--- src/rtl/serial_sub_pkg.sv ---
// Shared types and constants for the bit-serial subtractor.
package serial_sub_pkg;

  localparam int unsigned SERIAL_SUB_DEFAULT_WIDTH = 8;

  typedef enum logic [1:0] {
    StIdle,
    StRun,
    StDone
  } sub_state_t;

endpackage

--- src/rtl/half_subtractor.sv ---
// One-bit half subtractor: diff = a - b, borrow set when b exceeds a.
module half_subtractor (
  input  logic a,
  input  logic b,
  output logic diff,
  output logic borrow
);

  assign diff   = a ^ b;
  assign borrow = ~a & b;

endmodule

--- src/rtl/serial_subtractor.sv ---
// Bit-serial a - b, LSB first, one borrow flop; result every WIDTH+2 cycles.
// Optional signed-overflow output enabled by defining SERIAL_SUB_OVF_EN.
module serial_subtractor
  import serial_sub_pkg::*;
#(
  parameter int unsigned WIDTH = SERIAL_SUB_DEFAULT_WIDTH
) (
  input  logic             clk,
  input  logic             rst_n,
  input  logic             start_valid,
  output logic             start_ready,
  input  logic [WIDTH-1:0] a,
  input  logic [WIDTH-1:0] b,
  output logic [WIDTH-1:0] diff,
  output logic             borrow,
  output logic             busy,
  output logic             done
`ifdef SERIAL_SUB_OVF_EN
  ,
  output logic             ovf
`endif
);

  localparam int unsigned CntW = (WIDTH > 1) ? $clog2(WIDTH) : 1;
  localparam logic [CntW-1:0] LastCnt = CntW'(WIDTH - 1);

  sub_state_t       state_q, state_d;
  logic [WIDTH-1:0] a_sh_q, a_sh_d;
  logic [WIDTH-1:0] b_sh_q, b_sh_d;
  // Holds the WIDTH-1 low result bits; the final bit joins them on the last edge.
  logic [WIDTH-2:0] res_q, res_d;
  logic [CntW-1:0]  cnt_q, cnt_d;
  logic             bin_q, bin_d;
  logic [WIDTH-1:0] diff_q, diff_d;
  logic             borrow_q, borrow_d;

  logic             accept;
  logic             hs0_diff, hs0_borrow;
  logic             slice_diff, hs1_borrow;
  logic             slice_bout;
  logic [WIDTH-1:0] res_full;

  half_subtractor u_hs0 (
    .a      (a_sh_q[0]),
    .b      (b_sh_q[0]),
    .diff   (hs0_diff),
    .borrow (hs0_borrow)
  );

  half_subtractor u_hs1 (
    .a      (hs0_diff),
    .b      (bin_q),
    .diff   (slice_diff),
    .borrow (hs1_borrow)
  );

  assign slice_bout = hs0_borrow | hs1_borrow;
  assign res_full   = {slice_diff, res_q};

  assign start_ready = (state_q == StIdle);
  assign busy        = (state_q == StRun) || (state_q == StDone);
  assign done        = (state_q == StDone);
  assign accept      = start_valid && start_ready;
  assign diff        = diff_q;
  assign borrow      = borrow_q;

`ifdef SERIAL_SUB_OVF_EN
  logic a_sign_q, a_sign_d;
  logic b_sign_q, b_sign_d;
  logic ovf_q, ovf_d;

  always_comb begin
    a_sign_d = a_sign_q;
    b_sign_d = b_sign_q;
    ovf_d    = ovf_q;
    if (accept) begin
      a_sign_d = a[WIDTH-1];
      b_sign_d = b[WIDTH-1];
    end else if ((state_q == StRun) && (cnt_q == LastCnt)) begin
      ovf_d = (a_sign_q != b_sign_q) && (slice_diff != a_sign_q);
    end
  end

  always_ff @(posedge clk or negedge rst_n) begin
    if (!rst_n) begin
      a_sign_q <= 1'b0;
      b_sign_q <= 1'b0;
      ovf_q    <= 1'b0;
    end else begin
      a_sign_q <= a_sign_d;
      b_sign_q <= b_sign_d;
      ovf_q    <= ovf_d;
    end
  end

  assign ovf = ovf_q;
`endif

  always_comb begin
    state_d  = state_q;
    a_sh_d   = a_sh_q;
    b_sh_d   = b_sh_q;
    res_d    = res_q;
    cnt_d    = cnt_q;
    bin_d    = bin_q;
    diff_d   = diff_q;
    borrow_d = borrow_q;
    unique case (state_q)
      StIdle: begin
        if (accept) begin
          a_sh_d  = a;
          b_sh_d  = b;
          res_d   = '0;
          cnt_d   = '0;
          bin_d   = 1'b0;
          state_d = StRun;
        end
      end
      StRun: begin
        a_sh_d = {1'b0, a_sh_q[WIDTH-1:1]};
        b_sh_d = {1'b0, b_sh_q[WIDTH-1:1]};
        res_d  = res_full[WIDTH-1:1];
        bin_d  = slice_bout;
        cnt_d  = cnt_q + CntW'(1);
        if (cnt_q == LastCnt) begin
          diff_d   = res_full;
          borrow_d = slice_bout;
          state_d  = StDone;
        end
      end
      StDone: begin
        state_d = StIdle;
      end
      default: begin
        state_d = StIdle;
      end
    endcase
  end

  always_ff @(posedge clk or negedge rst_n) begin
    if (!rst_n) begin
      state_q  <= StIdle;
      a_sh_q   <= '0;
      b_sh_q   <= '0;
      res_q    <= '0;
      cnt_q    <= '0;
      bin_q    <= 1'b0;
      diff_q   <= '0;
      borrow_q <= 1'b0;
    end else begin
      state_q  <= state_d;
      a_sh_q   <= a_sh_d;
      b_sh_q   <= b_sh_d;
      res_q    <= res_d;
      cnt_q    <= cnt_d;
      bin_q    <= bin_d;
      diff_q   <= diff_d;
      borrow_q <= borrow_d;
    end
  end

endmodule

--- config.mk ---
export PLATFORM = sky130hd
export DESIGN_NAME = serial_subtractor
export DESIGN_NICKNAME = d
export VERILOG_FILES = /design/src/rtl/serial_sub_pkg.sv /design/src/rtl/half_subtractor.sv /design/src/rtl/serial_subtractor.sv
export SDC_FILE = /design/constraint.sdc
export NUM_CORES = 1
export LEC_CHECK = 0
export ABC_AREA = 1
export BUFFER_PORTS_ARGS = -buffer_cell sky130_fd_sc_hd__buf_2
export CAP_MARGIN = 20
export CORE_MARGIN = 4
export CORE_UTILIZATION = 55
export DETAILED_ROUTE_END_ITERATION = 6
export PLACE_DENSITY = 0.78
export REMOVE_ABC_BUFFERS = 1
export SETUP_SLACK_MARGIN = 0.3
export SKIP_LAST_GASP = 1
export SLEW_MARGIN = 40
export SYNTH_ARGS = -nofsm -noshare
export SYNTH_HDL_FRONTEND = slang
export SYNTH_SLANG_ARGS = --single-unit
--- constraint.sdc ---
create_clock -name clk -period 1.6 [get_ports clk]
set_input_delay 0.24 -clock clk [delete_from_list [all_inputs] [get_ports clk]]
set_output_delay 0.24 -clock clk [all_outputs]
set_load 0.01 [all_outputs]
### Yosys cells after proc, flatten, opt, wreduce, memory -nomap -nowiden

Index checks and enable logic that the tools add are counted.

| cells by class | value |
|---|---|
| add/subtract/negate cells | 1 |
| equal/unequal tests | 5 |
| multiplexer cells | 13 |
| bitwise operators | 7 |
| reductions and logical operators | 7 |

Operators with widths:

| cell | number |
|---|---|
| 8-bit one-hot mux with 2 select lines | 2 |
| 8-bit 2-to-1 mux | 2 |
| 7-bit one-hot mux with 2 select lines | 1 |
| 7-bit 2-to-1 mux | 1 |
| 3-bit one-hot mux with 2 select lines | 1 |
| 2-bit AND reduction | 3 |
| 2-bit 2-to-1 mux | 2 |
| 2-bit by 1-bit inequality test with 1-bit output (second input constant) | 2 |
| 2-bit one-hot mux with 2 select lines | 1 |
| 3-bit by 1-bit adder with 3-bit output (second input constant) | 1 |
| 3-bit equality test (second input constant) | 1 |
| 3-bit 2-to-1 mux | 1 |
| 1-bit bitwise AND | 2 |
| 2-bit by 1-bit equality test with 1-bit output (second input constant) | 1 |
| 2-bit equality test (second input constant) | 1 |
| 2-bit logical NOT | 1 |
| 1-bit NOT | 2 |
| 1-bit one-hot mux with 2 select lines | 1 |
| 2-bit nonzero test | 1 |
| 1-bit bitwise XOR | 2 |
| 1-bit logical AND | 1 |
| 1-bit logical OR | 1 |
| 1-bit 2-to-1 mux | 1 |
| 1-bit bitwise OR | 1 |

| storage, ports and cells | value |
|---|---|
| register bits | 38 |
| input port bits | 19 |
| output and inout port bits | 12 |
| logic and storage cells | 41 |

### Longest topological paths before layout

| depth | value |
|---|---|
| depth in word-level cells | 5 |
| depth in mapped cells | 9 |
| gate-level depth less buffers | 7 |

### Modules after synthesis

Synthesis repeated with hierarchy kept, for this count alone.

| second synthesis, totals | value |
|---|---|
| cells, all modules | 233 |
| area total of the unflattened synthesis | 1843.0 um2 |

By module, submodules not included:

| module | instances | cells each | area an instance (um2) |
|---|---|---|---|
| serial_subtractor | 1 | 227 | 1803.0 |
| half_subtractor | 2 | 3 | 20.0 |

### Worst setup path after synthesis

Ideal clock, no wire load.

| path | value |
|---|---|
| path kind | register -> register |
| start point | register state_q[0] |
| end point | register b_sh_q[2] |
| setup time | 0.117 ns |
| data arrival time | 1.269 ns |
| required time | 1.483 ns |
| slack | 0.214 ns |
| stages on the path, launching flop included | 9 |
| path buffers | 1 |
| period minus slack after synthesis | 1.386 ns |
| cell sequence | dfrtp_1 -> inv_1 -> ha_1 -> inv_2 -> nand2_4 -> nand2_4 -> buf_6 -> nand2_1 -> nand2_1 |

| on the way | value |
|---|---|
| word-level cells in the longest chain between the ends | 4 |
| elaborated cells between the ends (all ways) | 7 |
| classes of those cells | 2 x eq/ne; 1 x mux; 4 x reduce/logical |

RTL lines:

| what | RTL line | text |
|---|---|---|
| start, declared | serial_subtractor.sv:27 | `sub_state_t state_q, state_d;` |
| start signal, assigned | serial_subtractor.sv:142 | `state_q <= StIdle;` |
| start signal, assigned | serial_subtractor.sv:151 | `state_q <= state_d;` |
| 2-bit logical NOT * | serial_subtractor.sv:60 | `assign start_ready = (state_q == StIdle);` |
| via start_ready | serial_subtractor.sv:11 | `output logic start_ready,` |
| 1-bit logical AND | serial_subtractor.sv:63 | `assign accept = start_valid && start_ready;` |
| 2-bit by 1-bit inequality test with 1-bit output (no line) | - |  |
| 2-bit AND reduction (no line) | - |  |
| end signal, assigned | serial_subtractor.sv:153 | `b_sh_q <= b_sh_d;` |
| end, declared | serial_subtractor.sv:29 | `logic [WIDTH-1:0] b_sh_q, b_sh_d;` |

Mark *: on every way through the listed nets, which the timed path passes. The rest lies on a longest branch.
A chain may end at the register's enable or synchronous reset.

### Worst setup path in the final report

| path | value |
|---|---|
| start point | register state_q[1] |
| end point | output port start_ready |

| on the way | value |
|---|---|
| word-level cells in the longest chain between the ends | 1 |

RTL lines:

| what | RTL line |
|---|---|
| 2-bit logical NOT | serial_subtractor.sv:60 |
| end, declared | serial_subtractor.sv:11 |

No other way between the ends.

==> out/metrics.yaml <==
post_drt_wl_per_cell_um: 11.89
path_delay_family: "flip-flops"
synth_compound_gate_area_share: 0.002721
achievable-frequency_ghz: 0.6878
design_area_mm2: 0.002222
grt_pass1_vias: 1511
final_nets: 292
clkLatencyLatePin_ps: 350
slew_headroom: 0.6826
worstReg2RegStart: "state_q[1]"
finalNonFillerCells: 312
io_pins: 31
synth_seq_area_share: 0.5170
drc_errors: 0
antenna_cells: 0
synth_cell_type_count: 14
die_area_mm2: 0.004334
core_mm2: 0.003128
cp_slowest_cell: "dfrtp_1"
async_flop_share: 1.000
drive_above_1_share: 0.2351
wl_um: 3711
cp-endpoint: "start_ready"
initial_core_util: 0.5880
worstPathRequired_ps: 1360
grt_util_all_layers: 0.1989
first_iter_violations: 92
firstDrtPassIters: 4
grt_max_degree: 39
clock-root-buffer: "clkbuf_4"
finalSetupViolations: 0
cts.path.max_buffers: 2
synth_simple_gate_area_frac: 0.3789
cts.sinks: 38
antenna_found_initial: 0
r2r_slack_ps: 180
synth_warnings: 0
synth_top_family_by_area: "simple AND/OR/NAND/NOR gates"
cp_num_cells: 4
syn_area_mm2: 0.001839
synth_edf_count: 0
skew_ps: 8.999
detailed_place_hpwl_um: 2467
fp.dieW_um: 65.83
status: "finished, final reports clean"
syn_area_per_cell_um2: 8.067
synth_xor_xnor_area_share: 0
min_period_ps: 1454
path_max_fanout: 2
synthesis.instances: 228
synthTopCellsByArea: "dfrtp_1 (52%), nand2_1 (22%), nand3_1 (13%)"
startpoint_type: "flip-flop"
portBuffers: 30
top_layer: "met4"
yosysTopAreaCell: "dfrtp_1"
core.rowCount: 20
drt.antenna.violating_nets: 0
drv_slew: 0
area_delta_synth_final_pct: 20.82
synth_top_area_share: 0.5170
synthAdderAreaFrac: 0.04490
wl_met3_um: 191
final_hold_viol_count: 0
fin_setup_tns_ps: 0
cap_violations: 0
synth_most_common_cell: "nand2_1"
grt_pass1_wl_um: 6651
tritoncts: "done"
max_stage_delay_ps: 410
r2r_cells: 8
p_leak_nw: 1.290
clkTransAtPathRegs_ps: 120
fin_crit_sh: 0.9087
gp_congestion: 0.7568
path_cells: "inv_2 > ha_4 > buf_6 > buf_6"
synth-seq-cells: 38
critPathCaptureType: "output port"
timing.critical_path.buf_inv: 3
dp.cells: 298
synth_commonest_cells: "nand2_1 (110), nand3_1 (46), dfrtp_1 (38), buf_2 (8), inv_1 (6)"
h-tree-depth: 2
pwr_density_cell_mw_per_mm2: 1648
peakVddDrop_mv: 0.9344
synth_mux_area_frac: 0
critical_path_class: "flip-flop to output port"
rr_endpoint: "state_q[1]"
wl_met1_um: 1749
dominantRegCellSynth: "dfrtp_1"
worst_pin_slew_ps: 476.1
cp.arrival_ps: 1210
hold_ws_ps: 145.9
numCtsBuffers: 5
wl_met2_um: 1738
vias_per_cell: 5.019
timing.critical_path.mode_cell: "buf_6"
min_path_type: "primary input to flip-flop"
die_y_um: 65.83
rsz0062_at_grt: "true"
dpl_cell_area_mm2: 0.002056
vias: 1566
critPathLaunch: "state_q[1]"
gr-total-overflow: 0
==> per-stage QoR <==
stage / setup WS [ps] / utilization / power [mW]
after global routing: 76.63 / 0.7104 / 4.004
final: 146.0 / 0.7104 / 3.662
after floorplan: -263.8 / - / 2.446
after detailed placement: 95.54 / 0.6572 / 2.986
after global placement: 179.8 / 0.6572 / 2.933
after CTS: 140.6 / 0.7008 / 3.633
==> layout by cell type, fill, tap and decap left out <==
cell           count
dlygate4sd3_1      1
ha_1               2
inv_2              3
clkbuf_8           1
o21ai_1            1
nand2_4            3
inv_1              4
clkinvlp_4         1
nand2_1          108
clkbuf_4           5
nand2_2            2
dfrtp_1           38
inv_4              1
ha_4               2
nor2_1             2
buf_12             2
nand3_1           46
nand4_1            2
ha_2               1
buf_2             28
fa_1               1
buf_6              4
clkinv_2           1
buf_4              9
==> cell type report <==
type,count,area [um2]
Clock buffer,6,51.30
Clock inverter,2,12.51
Fill cell,263,905.9
Inverter,8,32.53
Multi-Input combinational cell,170,817.0
Sequential cell,38,950.9
Tap cell,44,55.05
Timing Repair Buffer,44,302.8
==> tightest hold or removal path: stages <==
cell and delay, ps:
buf_2 90, nand4_1 80, nand2_1 50
==> state kept, by name, summed over array words and instances (netlist names) <==
signal / flops
bin_q: 1
diff: 8
b_sh_q: 8
a_sh_q: 8
cnt_q: 3
state_q: 2
res_q: 7
borrow: 1
==> power breakdown <==
group	internal, mW	leakage [nW]	switching, mW
registers	1.28	0.503	0.197
logic	0.681	0.754	0.963
clock network	0.211	0.0343	0.325
==> metal layers <==
layer,track usage,vias to the layer above
met1,0.2578,726
li1,-,801
met4,0.04663,0
met2,0.3242,34
met5,0,-
met3,0.06293,5
==> kinds of logic after synthesis <==
group                      count (synthesis)
AOI/OAI and AO/OA                          1
adders and majority gates                  6
buffers and inverters                     20
DFF                                       38
and+or+nand+nor                          163
==> what timing repair did <==
action,CTS,global route
endpoints found under the hold margin,38,0
pin swaps,1,0
endpoints found under the setup margin,41,41
gates resized for setup,11,4
hold buffers,1,0
setup buffers,3,2
==> worst min path at each step <==
stage / from / endpoint / depth (start not counted) / slack (ps)
3_5_place_dp: rst_n / res_q[1] / 2 / 310
5_1_grt: a[7] / a_sh_q[7] / 3 / 140
6_report: b[7] / b_sh_q[7] / 3 / 150
3_3_place_gp: rst_n / res_q[0] / 2 / 310
4_1_cts: b[7] / b_sh_q[7] / 3 / 140
2_1_floorplan: rst_n / a_sh_q[0] / 0 / -60
(Power assumes the default switching activity.)
